<file path="config.mk">
export PLATFORM = sky130hd
export DESIGN_NAME = multicycle_sequencer_flat
export DESIGN_NICKNAME = d
export VERILOG_FILES = /design/src/rtl/multicycle_sequencer_if.sv /design/src/rtl/multicycle_sequencer.sv /design/src/flat_wrapper.sv
export SDC_FILE = /design/constraint.sdc
export NUM_CORES = 1
export LEC_CHECK = 0
export CAP_MARGIN = 30
export CORE_AREA = 2 2 77 79
export CTS_CLUSTER_DIAMETER = 80
export DETAILED_ROUTE_END_ITERATION = 12
export DIE_AREA = 0 0 79 81
export GPL_TIMING_DRIVEN = 0
export HOLD_SLACK_MARGIN = 0.06
export MAX_ROUTING_LAYER = met4
export PLACE_DENSITY = 0.73
export RECOVER_POWER = 25
export REMOVE_ABC_BUFFERS = 1
export SYNTH_ARGS = -nofsm -noshare
export SYNTH_HDL_FRONTEND = slang
export SYNTH_SLANG_ARGS = --single-unit
</file>
<file path="constraint.sdc">
create_clock -name clk -period 3.23 [get_ports clk]
set_clock_uncertainty 0.2 [all_clocks]
set_input_delay 0.4845 -clock clk [delete_from_list [all_inputs] [get_ports clk]]
set_output_delay 0.4845 -clock clk [all_outputs]
set_load 0.02 [all_outputs]
</file>
<file path="src/rtl/multicycle_sequencer_if.sv">
// Instruction/data memory handshake bundle between the multi-cycle sequencer
// and the memory ports.
interface multicycle_sequencer_if;
    logic imem_req;
    logic imem_ready;
    logic dmem_req;
    logic dmem_we;
    logic dmem_ready;

    modport master (
        output imem_req, dmem_req, dmem_we,
        input  imem_ready, dmem_ready
    );

    modport slave (
        input  imem_req, dmem_req, dmem_we,
        output imem_ready, dmem_ready
    );
endinterface

</file>
<file path="src/rtl/multicycle_sequencer.sv">
// Multi-cycle rv32i control FSM: sequences fetch/decode/execute/memory/writeback
// over a shared datapath, with sticky trap flags and a retired-instruction counter.
module multicycle_sequencer #(
    parameter int CNT_W       = 32,
    parameter int MEM_TIMEOUT = 16
) (
    input  logic                   clk,
    input  logic                   rst,
    multicycle_sequencer_if.master mem,
    input  logic [6:0]             opcode,
    input  logic                   branch_taken,
    output logic                   ir_en,
    output logic                   pc_en,
    output logic [1:0]             pc_sel,
    output logic                   we,
    output logic [1:0]             alu_op,
    output logic                   op_b_sel,
    output logic [1:0]             wb_sel,
    output logic                   illegal,
    output logic                   bus_err,
    output logic [CNT_W-1:0]       instret,
    output logic [2:0]             state
);
    localparam int WAIT_W = (MEM_TIMEOUT > 2) ? $clog2(MEM_TIMEOUT) : 1;
    localparam logic [WAIT_W-1:0] WAIT_LIM = WAIT_W'(MEM_TIMEOUT - 1);

    typedef enum logic [2:0] {
        S_FETCH     = 3'd0,
        S_DECODE    = 3'd1,
        S_EXECUTE   = 3'd2,
        S_MEMORY    = 3'd3,
        S_WRITEBACK = 3'd4,
        S_TRAP      = 3'd5
    } state_e;

    typedef enum logic [2:0] {
        C_NONE, C_R, C_I, C_LOAD, C_STORE, C_BRANCH, C_JAL
    } class_e;

    state_e           state_q, state_d;
    class_e           cls_q, cls_d;
    logic             illegal_q, illegal_d;
    logic             bus_err_q, bus_err_d;
    logic [CNT_W-1:0] instret_q, instret_d;
    logic [WAIT_W-1:0] wait_q, wait_d;

    logic       retire;
    logic       imem_req_c, dmem_req_c, dmem_we_c, ir_en_c, pc_en_c, we_c, op_b_sel_c;
    logic [1:0] pc_sel_c, alu_op_c, wb_sel_c;

    always_comb begin
        state_d    = state_q;
        cls_d      = cls_q;
        illegal_d  = illegal_q;
        bus_err_d  = bus_err_q;
        instret_d  = instret_q;
        wait_d     = '0;
        retire     = 1'b0;
        imem_req_c = 1'b0;
        dmem_req_c = 1'b0;
        dmem_we_c  = 1'b0;
        ir_en_c    = 1'b0;
        pc_en_c    = 1'b0;
        we_c       = 1'b0;
        op_b_sel_c = 1'b0;
        pc_sel_c   = 2'd0;
        alu_op_c   = 2'b00;
        wb_sel_c   = 2'd0;

        case (state_q)
            S_FETCH: begin
                imem_req_c = 1'b1;
                if (mem.imem_ready) begin
                    ir_en_c = 1'b1;
                    state_d = S_DECODE;
                end else if (wait_q == WAIT_LIM) begin
                    bus_err_d = 1'b1;
                    state_d   = S_TRAP;
                end else begin
                    wait_d = wait_q + 1'b1;
                end
            end
            S_DECODE: begin
                state_d = S_EXECUTE;
                case (opcode)
                    7'b0110011: cls_d = C_R;
                    7'b0010011: cls_d = C_I;
                    7'b0000011: cls_d = C_LOAD;
                    7'b0100011: cls_d = C_STORE;
                    7'b1100011: cls_d = C_BRANCH;
                    7'b1101111: cls_d = C_JAL;
                    default: begin
                        cls_d     = C_NONE;
                        illegal_d = 1'b1;
                        state_d   = S_TRAP;
                    end
                endcase
            end
            S_EXECUTE: begin
                case (cls_q)
                    C_R: begin
                        alu_op_c = 2'b10;
                        state_d  = S_WRITEBACK;
                    end
                    C_I: begin
                        alu_op_c   = 2'b10;
                        op_b_sel_c = 1'b1;
                        state_d    = S_WRITEBACK;
                    end
                    C_LOAD, C_STORE: begin
                        op_b_sel_c = 1'b1;
                        state_d    = S_MEMORY;
                    end
                    C_BRANCH: begin
                        alu_op_c = 2'b01;
                        pc_en_c  = 1'b1;
                        pc_sel_c = branch_taken ? 2'd1 : 2'd0;
                        retire   = 1'b1;
                        state_d  = S_FETCH;
                    end
                    C_JAL:   state_d = S_WRITEBACK;
                    default: state_d = S_FETCH;
                endcase
            end
            S_MEMORY: begin
                // Address generation stays selected for the whole access.
                op_b_sel_c = 1'b1;
                dmem_req_c = 1'b1;
                dmem_we_c  = (cls_q == C_STORE);
                if (mem.dmem_ready) begin
                    if (cls_q == C_STORE) begin
                        pc_en_c = 1'b1;
                        retire  = 1'b1;
                        state_d = S_FETCH;
                    end else begin
                        state_d = S_WRITEBACK;
                    end
                end else if (wait_q == WAIT_LIM) begin
                    bus_err_d = 1'b1;
                    state_d   = S_TRAP;
                end else begin
                    wait_d = wait_q + 1'b1;
                end
            end
            S_WRITEBACK: begin
                we_c     = 1'b1;
                pc_en_c  = 1'b1;
                retire   = 1'b1;
                wb_sel_c = (cls_q == C_LOAD) ? 2'd1 : (cls_q == C_JAL) ? 2'd2 : 2'd0;
                pc_sel_c = (cls_q == C_JAL) ? 2'd2 : 2'd0;
                state_d  = S_FETCH;
            end
            S_TRAP:  state_d = S_TRAP;
            default: state_d = S_FETCH;
        endcase

        if (retire) instret_d = instret_q + 1'b1;
    end

    always_ff @(posedge clk) begin
        if (rst) begin
            state_q   <= S_FETCH;
            cls_q     <= C_NONE;
            illegal_q <= 1'b0;
            bus_err_q <= 1'b0;
            instret_q <= '0;
            wait_q    <= '0;
        end else begin
            state_q   <= state_d;
            cls_q     <= cls_d;
            illegal_q <= illegal_d;
            bus_err_q <= bus_err_d;
            instret_q <= instret_d;
            wait_q    <= wait_d;
        end
    end

    // Strobes are squashed while reset is held so an aborted instruction leaves no side effects.
    assign mem.imem_req = imem_req_c & ~rst;
    assign mem.dmem_req = dmem_req_c & ~rst;
    assign mem.dmem_we  = dmem_we_c  & ~rst;
    assign ir_en        = ir_en_c    & ~rst;
    assign pc_en        = pc_en_c    & ~rst;
    assign we           = we_c       & ~rst;
    assign op_b_sel     = op_b_sel_c & ~rst;
    assign pc_sel       = rst ? 2'd0 : pc_sel_c;
    assign alu_op       = rst ? 2'd0 : alu_op_c;
    assign wb_sel       = rst ? 2'd0 : wb_sel_c;
    assign illegal      = illegal_q;
    assign bus_err      = bus_err_q;
    assign instret      = instret_q;
    assign state        = state_q;
endmodule

</file>
<file path="src/flat_wrapper.sv">
// flat-port wrapper written by rule: the top's interface ports become plain ports
module multicycle_sequencer_flat 
#(
    parameter int CNT_W       = 32,
    parameter int MEM_TIMEOUT = 16
)
  (clk, rst, opcode, branch_taken, ir_en, pc_en, pc_sel, we, alu_op, op_b_sel, wb_sel, illegal, bus_err, instret, state, mem_imem_req, mem_dmem_req, mem_dmem_we, mem_imem_ready, mem_dmem_ready);
  multicycle_sequencer_if mem_i ();
  input  logic clk;
  input  logic rst;
  input  logic [6:0] opcode;
  input  logic branch_taken;
  output logic ir_en;
  output logic pc_en;
  output logic [1:0] pc_sel;
  output logic we;
  output logic [1:0] alu_op;
  output logic op_b_sel;
  output logic [1:0] wb_sel;
  output logic illegal;
  output logic bus_err;
  output logic [CNT_W-1:0] instret;
  output logic [2:0] state;
  output wire logic [$bits(mem_i.imem_req)-1:0] mem_imem_req;
  output wire logic [$bits(mem_i.dmem_req)-1:0] mem_dmem_req;
  output wire logic [$bits(mem_i.dmem_we)-1:0] mem_dmem_we;
  input wire logic [$bits(mem_i.imem_ready)-1:0] mem_imem_ready;
  input wire logic [$bits(mem_i.dmem_ready)-1:0] mem_dmem_ready;
  assign mem_imem_req = mem_i.imem_req;
  assign mem_dmem_req = mem_i.dmem_req;
  assign mem_dmem_we = mem_i.dmem_we;
  assign mem_i.imem_ready = mem_imem_ready;
  assign mem_i.dmem_ready = mem_dmem_ready;
  multicycle_sequencer #(.CNT_W(CNT_W), .MEM_TIMEOUT(MEM_TIMEOUT)) u_core (.clk(clk), .rst(rst), .mem(mem_i), .opcode(opcode), .branch_taken(branch_taken), .ir_en(ir_en), .pc_en(pc_en), .pc_sel(pc_sel), .we(we), .alu_op(alu_op), .op_b_sel(op_b_sel), .wb_sel(wb_sel), .illegal(illegal), .bus_err(bus_err), .instret(instret), .state(state));
endmodule
</file>
==> run metrics <==
Yosys cell types 47; Synth Area per Inst 8.20 µm²; clock tree from TritonCTS done; pin slew with the least headroom to its limit 0.885 ns; first-pass GRT wire length 9340 µm; cts bufs inserted 5; Synth Instances 294; Layout Nets 365; top cell type's share of synthesized area 0.365; synthesis-stage register bit count 44; Total Wirelength 5530 µm; critical path type flip-flop to primary output; largest net degree at the start of global routing 50; most area-consuming cells after synthesis dfxtp_1, nor2_1, xor2_1, a21oi_1, o2111ai_1; Synth async-reset ratio 0; Final Cycle Share 0.927; worst endpoint data arrival time 2.31 ns; Top Usage Layer GRT met2; startpoint types flip-flop; latest clock arrival within the worst-skew pair 0.29 ns; WP buf/inv 1; Antenna Nets Post-Route 0; Synth area leader dfxtp_1; Cell Chain, Critical Path nor2_1 -> and2_2 -> nor2_1 -> nor2_1 -> clkdlybuf4s50_1; GR Util met1 0.232; WL per Instance 12.9 µm; CTS Sinks 44; Row Count 28; Crit-path slowest cell clkdlybuf4s50_1; worst relative slew slack 0.410; Ys Warns 0; Critical Path RT 2.55 ns; maximum fanout along the worst path 19; layout cells sized above 1 0.0739; DIE WIDTH 79 µm; total track usage 0.185; root buffer cell clkbuf_8; Pwr per Cell Area 333 nW/µm²; top_reg_cell synth dfxtp_1; fmax 334 MHz; Pre-Repair DR Iteration Count 4; outcome completed; Max-Cap Viols 0; minimum clock period 2.99 ns; cell repeated most along the worst path nor2_1; Final Hold Fails 0; Die Ht 81 µm; Post-synth EDFFs 0; unrepaired setup endpoints after global routing no; Starting Density 0.425; DRC 0; antenna violations before repair 0; I/O Pins 62; Post-Layout Inst Area 3180 µm²; fin cells 427; port bufs 61; placed instance count 415; DR vias/cell 5.44; drt first-iter violations 85; Post-CTS Hold Buffers 0; die area 6400 µm²; HPWL Detailed 3970 µm; GR Layer Usage met2 0.302; VDD IR max 0.000145 V; total grt overflow 0; register clock-pin slew on the reported worst setup and hold paths 0.08 ns; Final GP Congestion 0.886; antenna cell count 0; final setup vio count 0; Critical Path Sink Type primary output; Area after DPL 3040 µm²; Tightest Hold Check Type flip-flop to flip-flop; Worst path top cell family by delay simple AND/OR/NAND/NOR gates; Slew Viols, Final 0; GR Util met3 0.0422; Core Area 5680 µm²; Cell Area, Synth 2410 µm²; leak pwr 1.09 nW; total number of vias 2324; Area Growth Syn to Fin 31.8%; post-synthesis sequential area ratio 0.365; crit-path max cell delay 0.65 ns; Tot Pwr 1.06 mW; clk buf depth 2; vias in the first global route 2074; # H-tree levels 2; worst reg-to-reg setup slack 0.62 ns
## repair_timing
| action | in CTS | in global routing |
|---|---|---|
| pin swaps | 0 | 1 |
| buffers inserted | 0 | 4 |
| resized for setup | 1 | 0 |
| setup endpoints to repair | 1 | 1 |
| cloned | 0 | 0 |
## path summary, 6_finish.rpt
kind,end,cells past startpoint,start
worst max-delay path,pc_en,5,u_core.state[0]$_SDFF_PP0_
worst min-delay path,u_core.illegal$_SDFFE_PP0P_,2,u_core.illegal$_SDFFE_PP0P_
worst max register to register,u_core.instret[28]$_SDFFE_PP0P_,6,u_core.state[1]$_SDFF_PP0_
worst min register to register,u_core.illegal$_SDFFE_PP0P_,2,u_core.illegal$_SDFFE_PP0P_
## tightest hold or removal path, delay by kind of cell, from the launching register on
kind / cells / cell delay [ns]
AND/OR/NAND/NOR: 1 / 0.07
AO/OA/AOI/OAI: 1 / 0.04
flip-flops: 1 / 0.33
## per-stage QoR
step / hold WS, ns / TNS, ns / utilization / worst slack [ns]
3_3_place_gp: 0.261 / -7.89 / 0.536 / -0.872
6_report: 0.279 / 0 / 0.560 / 0.237
5_1_grt: 0.325 / 0 / 0.560 / 0.0742
4_1_cts: 0.285 / 0 / 0.555 / 0.0187
3_5_place_dp: 0.258 / 0 / 0.535 / 0.0230
2_1_floorplan: 0.252 / 0 / - / 0.846
## cell usage after synthesis, drive strengths merged (5+ instances only)
cell     count
o31ai        6
xor2        16
nor3         6
o2111ai     10
buf          8
or4          6
nand3        7
nor4         6
o21ai       13
nor2        42
a21oi       22
dfxtp       44
o211ai       6
clkbuf       7
inv          9
nand4        5
or2          5
xnor2        5
and2         8
nand2       20
and3         8
or3          7
## where the power goes
group          total (mW)  internal (mW)  switching (mW)
combinational      0.0863         0.0385          0.0479
sequential          0.561          0.548          0.0128
clock               0.412          0.230           0.182
## cells in the final DEF (no fill, tap or decap), types with 3 or more instances in the layout
cell type,instances
nand2_1,20
dfxtp_1,44
inv_1,9
nand3_1,7
and2_1,6
nand4_1,4
or2_2,5
clkbuf_8,5
nor2_1,42
o2111ai_1,9
nand2b_1,3
or4_1,6
nor4_1,5
buf_4,4
o211ai_1,6
a21oi_1,22
dlygate4sd3_1,14
xor2_1,16
o31ai_1,6
xnor2_1,5
clkdlybuf4s50_1,46
o21ai_0,12
or3_1,7
nor3_1,6
and3_1,8
## kinds of logic (layout without fill, tap and decap cells)
group                    after synthesis  count (layout)  share of synthesized area
XOR/XNOR                              21              21                     0.0763
multiplexers                           1               1                    0.00467
AND/OR/NAND/NOR                      133             133                      0.303
buffers and inverters                 24              82                     0.0436
adder cells (fa/ha/maj)                2               2                     0.0104
AO/OA/AOI/OAI                         69              69                      0.197
flip-flops                            44              44                      0.365
## flip-flops by register name, indices dropped and copies added, names as in the netlist
| signal | count |
|---|---|
| u_core.instret | 32 |
| u_core.state | 3 |
| u_core.wait_q | 4 |
| u_core.bus_err | 1 |
| u_core.illegal | 1 |
| u_core.cls_q | 3 |
## routing by layer
layer / routed length [µm] / vias to the layer above
li1: - / 1179
met1: 2650 / 1085
met2: 2570 / 58
met3: 270 / 2
met4: 34 / 0
met5: 0 / -
## final cells by class
type / count / area (µm²)
Fill cell: 543 / 2500
Multi-Input combinational cell: 226 / 1430
Sequential cell: 44 / 881
Timing Repair Buffer: 65 / 636
Tap cell: 75 / 93.8
Clock buffer: 6 / 72.6
Clock inverter: 2 / 35.0
Inverter: 9 / 33.8
Note: power is estimated with default switching activity, not from simulation.
